[src/rtl/cpu_types_pkg.sv]
// rtl/cpu_types_pkg.sv - shared cache/RAM types for the memory arbiter
package cpu_types_pkg;

   typedef logic [31:0] word_t;

   typedef enum logic [1:0] {
      FREE   = 2'd0,
      BUSY   = 2'd1,
      ACCESS = 2'd2,
      ERROR  = 2'd3
   } ramstate_t;

   typedef enum logic [1:0] {
      IDLE   = 2'd0,
      IGRANT = 2'd1,
      DGRANT = 2'd2
   } arb_state_t;

endpackage

[src/rtl/cache_mem_arbiter.sv]
// rtl/cache_mem_arbiter.sv - icache/dcache arbiter onto a single RAM port, dcache-first with starvation bound
module cache_mem_arbiter
   import cpu_types_pkg::*;
#(
   parameter int STARVE_LIMIT = 4
) (
   input  logic      CLK,
   input  logic      nRST,
   input  logic      iREN,
   input  word_t     iaddr,
   output logic      iwait,
   output word_t     iload,
   input  logic      dREN,
   input  logic      dWEN,
   input  word_t     daddr,
   input  word_t     dstore,
   output logic      dwait,
   output word_t     dload,
   output logic      ramREN,
   output logic      ramWEN,
   output word_t     ramaddr,
   output word_t     ramstore,
   input  word_t     ramload,
   input  ramstate_t ramstate
);

   localparam int            CW    = (STARVE_LIMIT < 1) ? 1 : $clog2(STARVE_LIMIT + 1);
   localparam logic [CW-1:0] LIMIT = CW'(STARVE_LIMIT);

   arb_state_t    state;
   arb_state_t    next_state;
   logic [CW-1:0] starve_cnt;
   logic          d_req;
   logic          starving;
   logic          d_done;
   logic          i_done;

   assign iload = ramload;
   assign dload = ramload;

   // Enables drop in the same cycle a requester withdraws, so the RAM never sees a stale access.
   always_comb begin
      d_req      = dREN | dWEN;
      starving   = iREN && (starve_cnt == LIMIT);
      next_state = state;
      ramREN     = 1'b0;
      ramWEN     = 1'b0;
      ramaddr    = '0;
      ramstore   = '0;
      iwait      = 1'b1;
      dwait      = 1'b1;
      d_done     = 1'b0;
      i_done     = 1'b0;
      case (state)
         IDLE: begin
            if (d_req && !starving) begin
               next_state = DGRANT;
            end else if (iREN) begin
               next_state = IGRANT;
            end
         end
         DGRANT: begin
            ramaddr  = daddr;
            ramstore = dstore;
            if (!d_req) begin
               next_state = IDLE;
            end else begin
               ramWEN = dWEN;
               ramREN = dREN & ~dWEN;
               if (ramstate == ACCESS) begin
                  dwait      = 1'b0;
                  d_done     = 1'b1;
                  next_state = IDLE;
               end
            end
         end
         IGRANT: begin
            ramaddr = iaddr;
            if (!iREN) begin
               next_state = IDLE;
            end else begin
               ramREN = 1'b1;
               if (ramstate == ACCESS) begin
                  iwait      = 1'b0;
                  i_done     = 1'b1;
                  next_state = IDLE;
               end
            end
         end
         default: next_state = IDLE;
      endcase
   end

   always_ff @(posedge CLK or negedge nRST) begin
      if (!nRST) begin
         state <= IDLE;
      end else begin
         state <= next_state;
      end
   end

   // Counts dcache wins while the icache is waiting; saturates so the icache wins next.
   always_ff @(posedge CLK or negedge nRST) begin
      if (!nRST) begin
         starve_cnt <= '0;
      end else if (i_done || (state == IDLE && !iREN)) begin
         starve_cnt <= '0;
      end else if (d_done && iREN && (starve_cnt != LIMIT)) begin
         starve_cnt <= starve_cnt + CW'(1);
      end
   end

endmodule

[config.mk]
export PLATFORM = sky130hd
export DESIGN_NAME = cache_mem_arbiter
export DESIGN_NICKNAME = d
export VERILOG_FILES = /design/src/rtl/cpu_types_pkg.sv /design/src/rtl/cache_mem_arbiter.sv
export SDC_FILE = /design/constraint.sdc
export NUM_CORES = 1
export LEC_CHECK = 0
export BUFFER_PORTS_ARGS = -buffer_cell sky130_fd_sc_hd__buf_2
export CELL_PAD_IN_SITES_DETAIL_PLACEMENT = 2
export CELL_PAD_IN_SITES_GLOBAL_PLACEMENT = 2
export CORE_MARGIN = 8
export CORE_UTILIZATION = 11
export DETAILED_ROUTE_END_ITERATION = 6
export PLACE_DENSITY = 0.78
export SLEW_MARGIN = 20
export SYNTH_ARGS = -nofsm -noshare
export SYNTH_HDL_FRONTEND = slang
export SYNTH_SLANG_ARGS = --single-unit
[constraint.sdc]
create_clock -name CLK -period 2.1 [get_ports CLK]
set_input_delay 0.21 -clock CLK [delete_from_list [all_inputs] [get_ports CLK]]
set_output_delay 0.21 -clock CLK [all_outputs]
set_load 0.005 [all_outputs]
==> results.cfg, run 1 <==
[outcome]
status = finished, final reports clean

[critical_path]
end_kind = output pin
cp.arrival_ns = 1.71
criticalPathCategory = flip-flop to output pin
worstPathMaxFanout = 53
worstPathRequired_ns = 1.89
start_kind = flip-flop

[clock_network]
insertion_delay_ns = 0.23
htree_levels = 1
cts_sinks = 5
numCtsBuffers = 3
clk_pin_slew_worst_paths_ns = 0.03
clockBufferDepth = 2
cts_tree = done
cts_root_buf = clkbuf_16

[logic_synthesis]
synth_cells = 225
ys_seq_elements = 5
synth_edf_count = 0
synthMuxAreaShare_pct = 0
synth_top_area_cell = buf_4
synthAdderAreaFrac_pct = 4.58
synth_warnings = 0
async_flop_share_pct = 100
synth_area_um2 = 1640
synth_cell_types = 29
ys.flop_type = dfrtp_1
synth_seq_area_share_pct = 7.63
yosys.area_share.simple_pct = 31.3
yosys.area.top_type_share_pct = 29.3
synth_top_family_by_area = buffers and inverters
ys_top_cells_by_count = 64 x buf_4, 34 x and2_1, 32 x a22oi_1, 32 x nor2b_1, 11 x clkbuf_1
synth_compound_area_share_pct = 21.8
synth_xor_area_share_pct = 0
synth_area_per_cell_um2 = 7.28
synth_fp_nets = 366
synth_area_leaders = buf_4 29%, a22oi_1 15%, and2_1 13%, nor2b_1 12%, dfrtp_1 7.6%
yosys.cell_count.top_type = buf_4

[power]
power.leakage_nw = 1.23
ir_drop_mv = 0.252
power_mw = 2.20
p_per_area_nw_per_um2 = 927

[global_routing]
grt_pass1_wl_um = 12600
grt-ovfl-total = 0
antenna_found_initial = 0
grt_pass1_vias = 2448
grt_usage_pct = 8.04
grt_max_degree = 54

[placement]
hpwl_um = 7190
io_buffers = 170
dp_slack_ns = 0.242
gp_congestion = 0.863

[sta]
worst-slew-pin-transition_ns = 0.390
fmax_mhz = 521
finalSetupTns_ns = 0
timing.final.ws_setup_ns = 0.180
fin_skew_ns = 0.000129
post-route-period-util_pct = 91.4
slew_headroom_pct = 73.3
slew_violations = 0
report.final.hold_viol_count = 0
setup_viol = 0
rsz0062_at_grt = false
period_minus_slack_ns = 1.92

[finish]
insertedDiodeCount = 0
drive_gt1_share_pct = 56.4
nets = 468
syn2layout_area_growth_pct = 44.7

[die]
io_pins = 267
die_w_um = 138
die_h_um = 138
core_area_um2 = 14500
initial_utilization_pct = 11.3
rows = 44
die-area_um2 = 19100

[detailed_routing]
antenna_left = 0
drt_iter0_drc = 16
drtPass1Iterations = 4
routedWlPerCell_um = 16.4
vias = 1953
wirelength_um = 8370
vias_per_cell = 3.83
drc_errors = 0

[worst_hold_path]
min_path_type = input pin to asynchronous set/reset pin

[run]
maxCapViolations = 0
[placed cells by master, fill, tap and decap left out]
cell type | netlist | routed
buf_2 | 4 | 170
and2_1 | 34 | 34
a22oi_1 | 32 | 32
nor2b_1 | 32 | 32
inv_1 | 7 | 7
dfrtp_1 | 5 | 5
nand3_1 | 4 | 4
o21ai_0 | 3 | 3
a21oi_1 | 3 | 3
ha_4 | 0 | 3
ha_1 | 6 | 3
clkbuf_16 | 0 | 3
o21a_1 | 2 | 2
nand2b_1 | 2 | 2
o2111ai_1 | 2 | 2
buf_4 | 64 | 2
buf_12 | 0 | 2
and2_2 | 1 | 1
and3b_1 | 1 | 1
nand4b_1 | 1 | 1
nand4b_2 | 1 | 1
o2bb2ai_1 | 1 | 1
and4b_2 | 1 | 1
a2bb2oi_1 | 1 | 1
nor3_1 | 1 | 1
nor2_1 | 1 | 1
a2111oi_0 | 1 | 1
o2111a_1 | 1 | 1
a311o_1 | 1 | 1
o31ai_1 | 1 | 1
or4_1 | 1 | 1
clkbuf_1 | 11 | 1
dlygate4sd3_1 | 0 | 1
buf_6 | 0 | 1
[stage by stage]
step	utilization [%]	hold WS, ns	cell area (µm²)	std cells
3_5_place_dp	15.4	0.0399	2240	504
2_1_floorplan	-	-0.0856	1640	225
6_report	16.3	0.333	2370	510
4_1_cts	16.1	0.330	2340	509
3_3_place_gp	15.4	0.0311	2240	504
5_1_grt	16.3	0.355	2370	510
[where the power goes]
part / leakage [nW] / internal (mW) / switching [mW]
Clock: 0.0382 / 0.251 / 0.0612
Sequential: 0.0671 / 0.117 / 0.0317
Combinational: 1.12 / 0.869 / 0.869
[path summary, 6_finish.rpt]
path	from	cells after the start	endpoint	slack (ns)
min in group CLK	iREN	3	state[0]$_DFFE_PN0P_	0.39
max in group asynchronous	nRST	2	state[0]$_DFFE_PN0P_	1.63
worst max register to register	state[0]$_DFFE_PN0P_	6	starve_cnt[2]$_DFFE_PN0P_	0.21
worst max-delay path	state[0]$_DFFE_PN0P_	6	ramaddr[29]	0.18
worst min-delay path	nRST	2	starve_cnt[1]$_DFFE_PN0P_	0.33
worst min register to register	starve_cnt[0]$_DFFE_PN0P_	2	starve_cnt[0]$_DFFE_PN0P_	0.59
[cell families (layout without fill, tap and decap cells)]
| logic type | after synthesis | count (layout) |
|---|---|---|
| buffers and inverters | 86 | 187 |
| and+or+nand+nor | 80 | 80 |
| AOI/OAI and AO/OA | 48 | 48 |
| adders and majority gates | 6 | 6 |
| DFF | 5 | 5 |
[flip-flops by register name (all words and copies together), names as in the netlist]
name        flops
state           2
starve_cnt      3
[final cells by class]
class	instances	area (µm²)
multi-input combinational	134	983
sequential	5	125
fill	1762	12200
timing repair buffer	176	927
inverter	7	26.3
clock buffer	4	78.8
tap	184	230
[metal layers]
| metal | up-vias | track usage (%) | wire length, µm |
|---|---|---|---|
| li1 | 902 | - | - |
| met1 | 906 | 6.41 | 2650 |
| met2 | 128 | 16.1 | 4470 |
| met3 | 17 | 3.90 | 1010 |
| met4 | 0 | 3.26 | 240 |
| met5 | - | 0 | 0 |
[repair_timing]
action                                 in CTS  in global routing
hold buffers                                1                  0
gates resized for setup                     2                  4
pin swaps                                   0                  0
setup endpoints to repair                   1                 21
endpoints found under the hold margin       5                  0
gates cloned                                0                  0
setup buffers                               0                  1
[critical path: stages, from the launching register on]
cell,delay [ns]
dfrtp_1,0.45
inv_1,0.20
ha_4,0.20
buf_12,0.21
a22oi_1,0.10
nor2b_1,0.14
buf_2,0.14
No activity file was read; power rests on OpenSTA's default activity.
==> inputs of run 2 (changes only) <==
--- a/config.mk
+++ b/config.mk
@@ -12,6 +12,7 @@
 export CORE_UTILIZATION = 11
 export DETAILED_ROUTE_END_ITERATION = 6
 export PLACE_DENSITY = 0.78
+export REMOVE_ABC_BUFFERS = 1
 export SLEW_MARGIN = 20
 export SYNTH_ARGS = -nofsm -noshare
 export SYNTH_HDL_FRONTEND = slang
==> results.cfg, run 2 (synthesized netlist as in run 1, its figures left out) <==
[critical_path]
worstPathMaxFanout = 50
end_kind = output pin
criticalPathCategory = flip-flop to output pin
start_kind = flip-flop
path_cells = inv_1 > ha_4 > buf_12 > a22oi_1 > nor2b_1 > buf_2
cp.arrival_ns = 1.75
crit_slowest_cell = dfrtp_1
cp_slowest_stage_delay_ns = 0.42
worstPathRequired_ns = 1.89

[detailed_routing]
drc_errors = 0
drt_iter0_drc = 53
antenna_left = 0
drtPass1Iterations = 4
wirelength_um = 10400
vias = 2023
routedWlPerCell_um = 20.6
vias_per_cell = 3.98

[placement]
io_buffers = 170
gp_congestion = 0.782
hpwl_um = 9190

[sta]
slew_headroom_pct = 73.7
post-route-period-util_pct = 93.2
fmax_mhz = 511
worst-slew-pin-transition_ns = 0.385
fin_skew_ns = 0.00112
slew_violations = 0
report.final.hold_viol_count = 0
rsz0062_at_grt = false
setup_viol = 0
period_minus_slack_ns = 1.96

[clock_network]
insertion_delay_ns = 0.23
numCtsBuffers = 3
cts_root_buf = clkbuf_16
clk_pin_slew_worst_paths_ns = 0.03
cts_setup_buffers = 0
clockBufferDepth = 2
cts_sinks = 5
cts_tree = done
htree_levels = 1

[worst_hold_path]
min_path_type = input pin to asynchronous set/reset pin

[global_routing]
grt-ovfl-total = 0
grt_pass1_wl_um = 15300
grt_pass1_vias = 2358
grt_usage_pct = 10.2
grt_max_degree = 51
antenna_found_initial = 0

[power]
ir_drop_mv = 0.546
power.leakage_nw = 1.21
p_per_area_nw_per_um2 = 889
power_mw = 2.06

[finish]
regMostFlops = starve_cnt
syn2layout_area_growth_pct = 41.5
nFillCells = 1769
final_cell_mix = 170 x buf_2, 34 x and2_1, 32 x a22oi_1, 32 x nor2b_1, 7 x inv_1
nets = 466
insertedDiodeCount = 0
final_common_cell = buf_2
drive_gt1_share_pct = 55.6
largest_reg_flops = 3
utilization_pct = 16.0
biggestRegsByFlops = starve_cnt (3), state (2)

[run]
maxCapViolations = 0

[die]
die-area_um2 = 19100
io_pins = 267
die_w_um = 138
die_h_um = 138
core_area_um2 = 14500
rows = 44
initial_utilization_pct = 11.3

[outcome]
status = finished, final reports clean
## run 2: repair_timing
action	4_1_cts	5_1_grt
endpoints found under the hold margin	5	0
setup endpoints to repair	3	3
hold buffers	1	0
gates resized for setup	1	1
## run 2: metrics by stage
stage	instances	area (µm²)	setup slack, ns	hold WS, ns	TNS (ns)
floorplan	146	1100	-0.285	-0.0856	-0.525
global placement	503	2220	0.351	0.0340	0
detailed placement	503	2220	0.225	0.0398	0
CTS	508	2310	0.103	0.330	0
global route	508	2320	0.00663	0.350	0
finish	508	2320	0.143	0.327	0
## run 2: final timing paths
check,start,to,slack [ns],depth (start not counted)
worst max-delay path,state[0]$_DFFE_PN0P_,ramaddr[1],0.14,6
worst min-delay path,nRST,starve_cnt[0]$_DFFE_PN0P_,0.33,2
worst max register to register,state[0]$_DFFE_PN0P_,starve_cnt[2]$_DFFE_PN0P_,0.44,5
worst min register to register,starve_cnt[0]$_DFFE_PN0P_,starve_cnt[0]$_DFFE_PN0P_,0.60,2
max in group asynchronous,nRST,state[0]$_DFFE_PN0P_,1.63,2
min in group CLK,iREN,state[0]$_DFFE_PN0P_,0.38,3
## run 2: power by group
| group | internal, mW | total, mW | leakage (nW) | switching, mW |
|---|---|---|---|---|
| Combinational | 0.786 | 1.60 | 1.11 | 0.813 |
| Clock | 0.252 | 0.317 | 0.0382 | 0.0648 |
| Sequential | 0.117 | 0.146 | 0.0671 | 0.0290 |
| Total | 1.15 | 2.06 | 1.21 | 0.907 |
## run 2: area by class of cell
| class | count | area [µm²] | share of cell area, % |
|---|---|---|---|
| timing repair buffer | 174 | 900 | 38.8 |
| clock buffer | 4 | 78.8 | 3.40 |
| tap | 184 | 230 | 9.93 |
| sequential | 5 | 125 | 5.40 |
| inverter | 7 | 26.3 | 1.13 |
| multi-input combinational | 134 | 958 | 41.3 |
## run 2: critical path: cells and delay by family, from the launching register on
family	cells	cell delay [ns]
AND/OR/NAND/NOR	1	0.15
AO/OA/AOI/OAI	1	0.10
flip-flops	1	0.42
buffers and inverters	3	0.53
adder cells (fa/ha/maj)	1	0.27
## run 2: per-layer routing
layer	vias to the layer above	GRT usage (%)	routed length, µm
met1	964	11.0	4010
met2	147	16.5	4900
met5	-	3.66	72
met4	4	1.09	55
met3	11	6.64	1410
li1	897	-	-
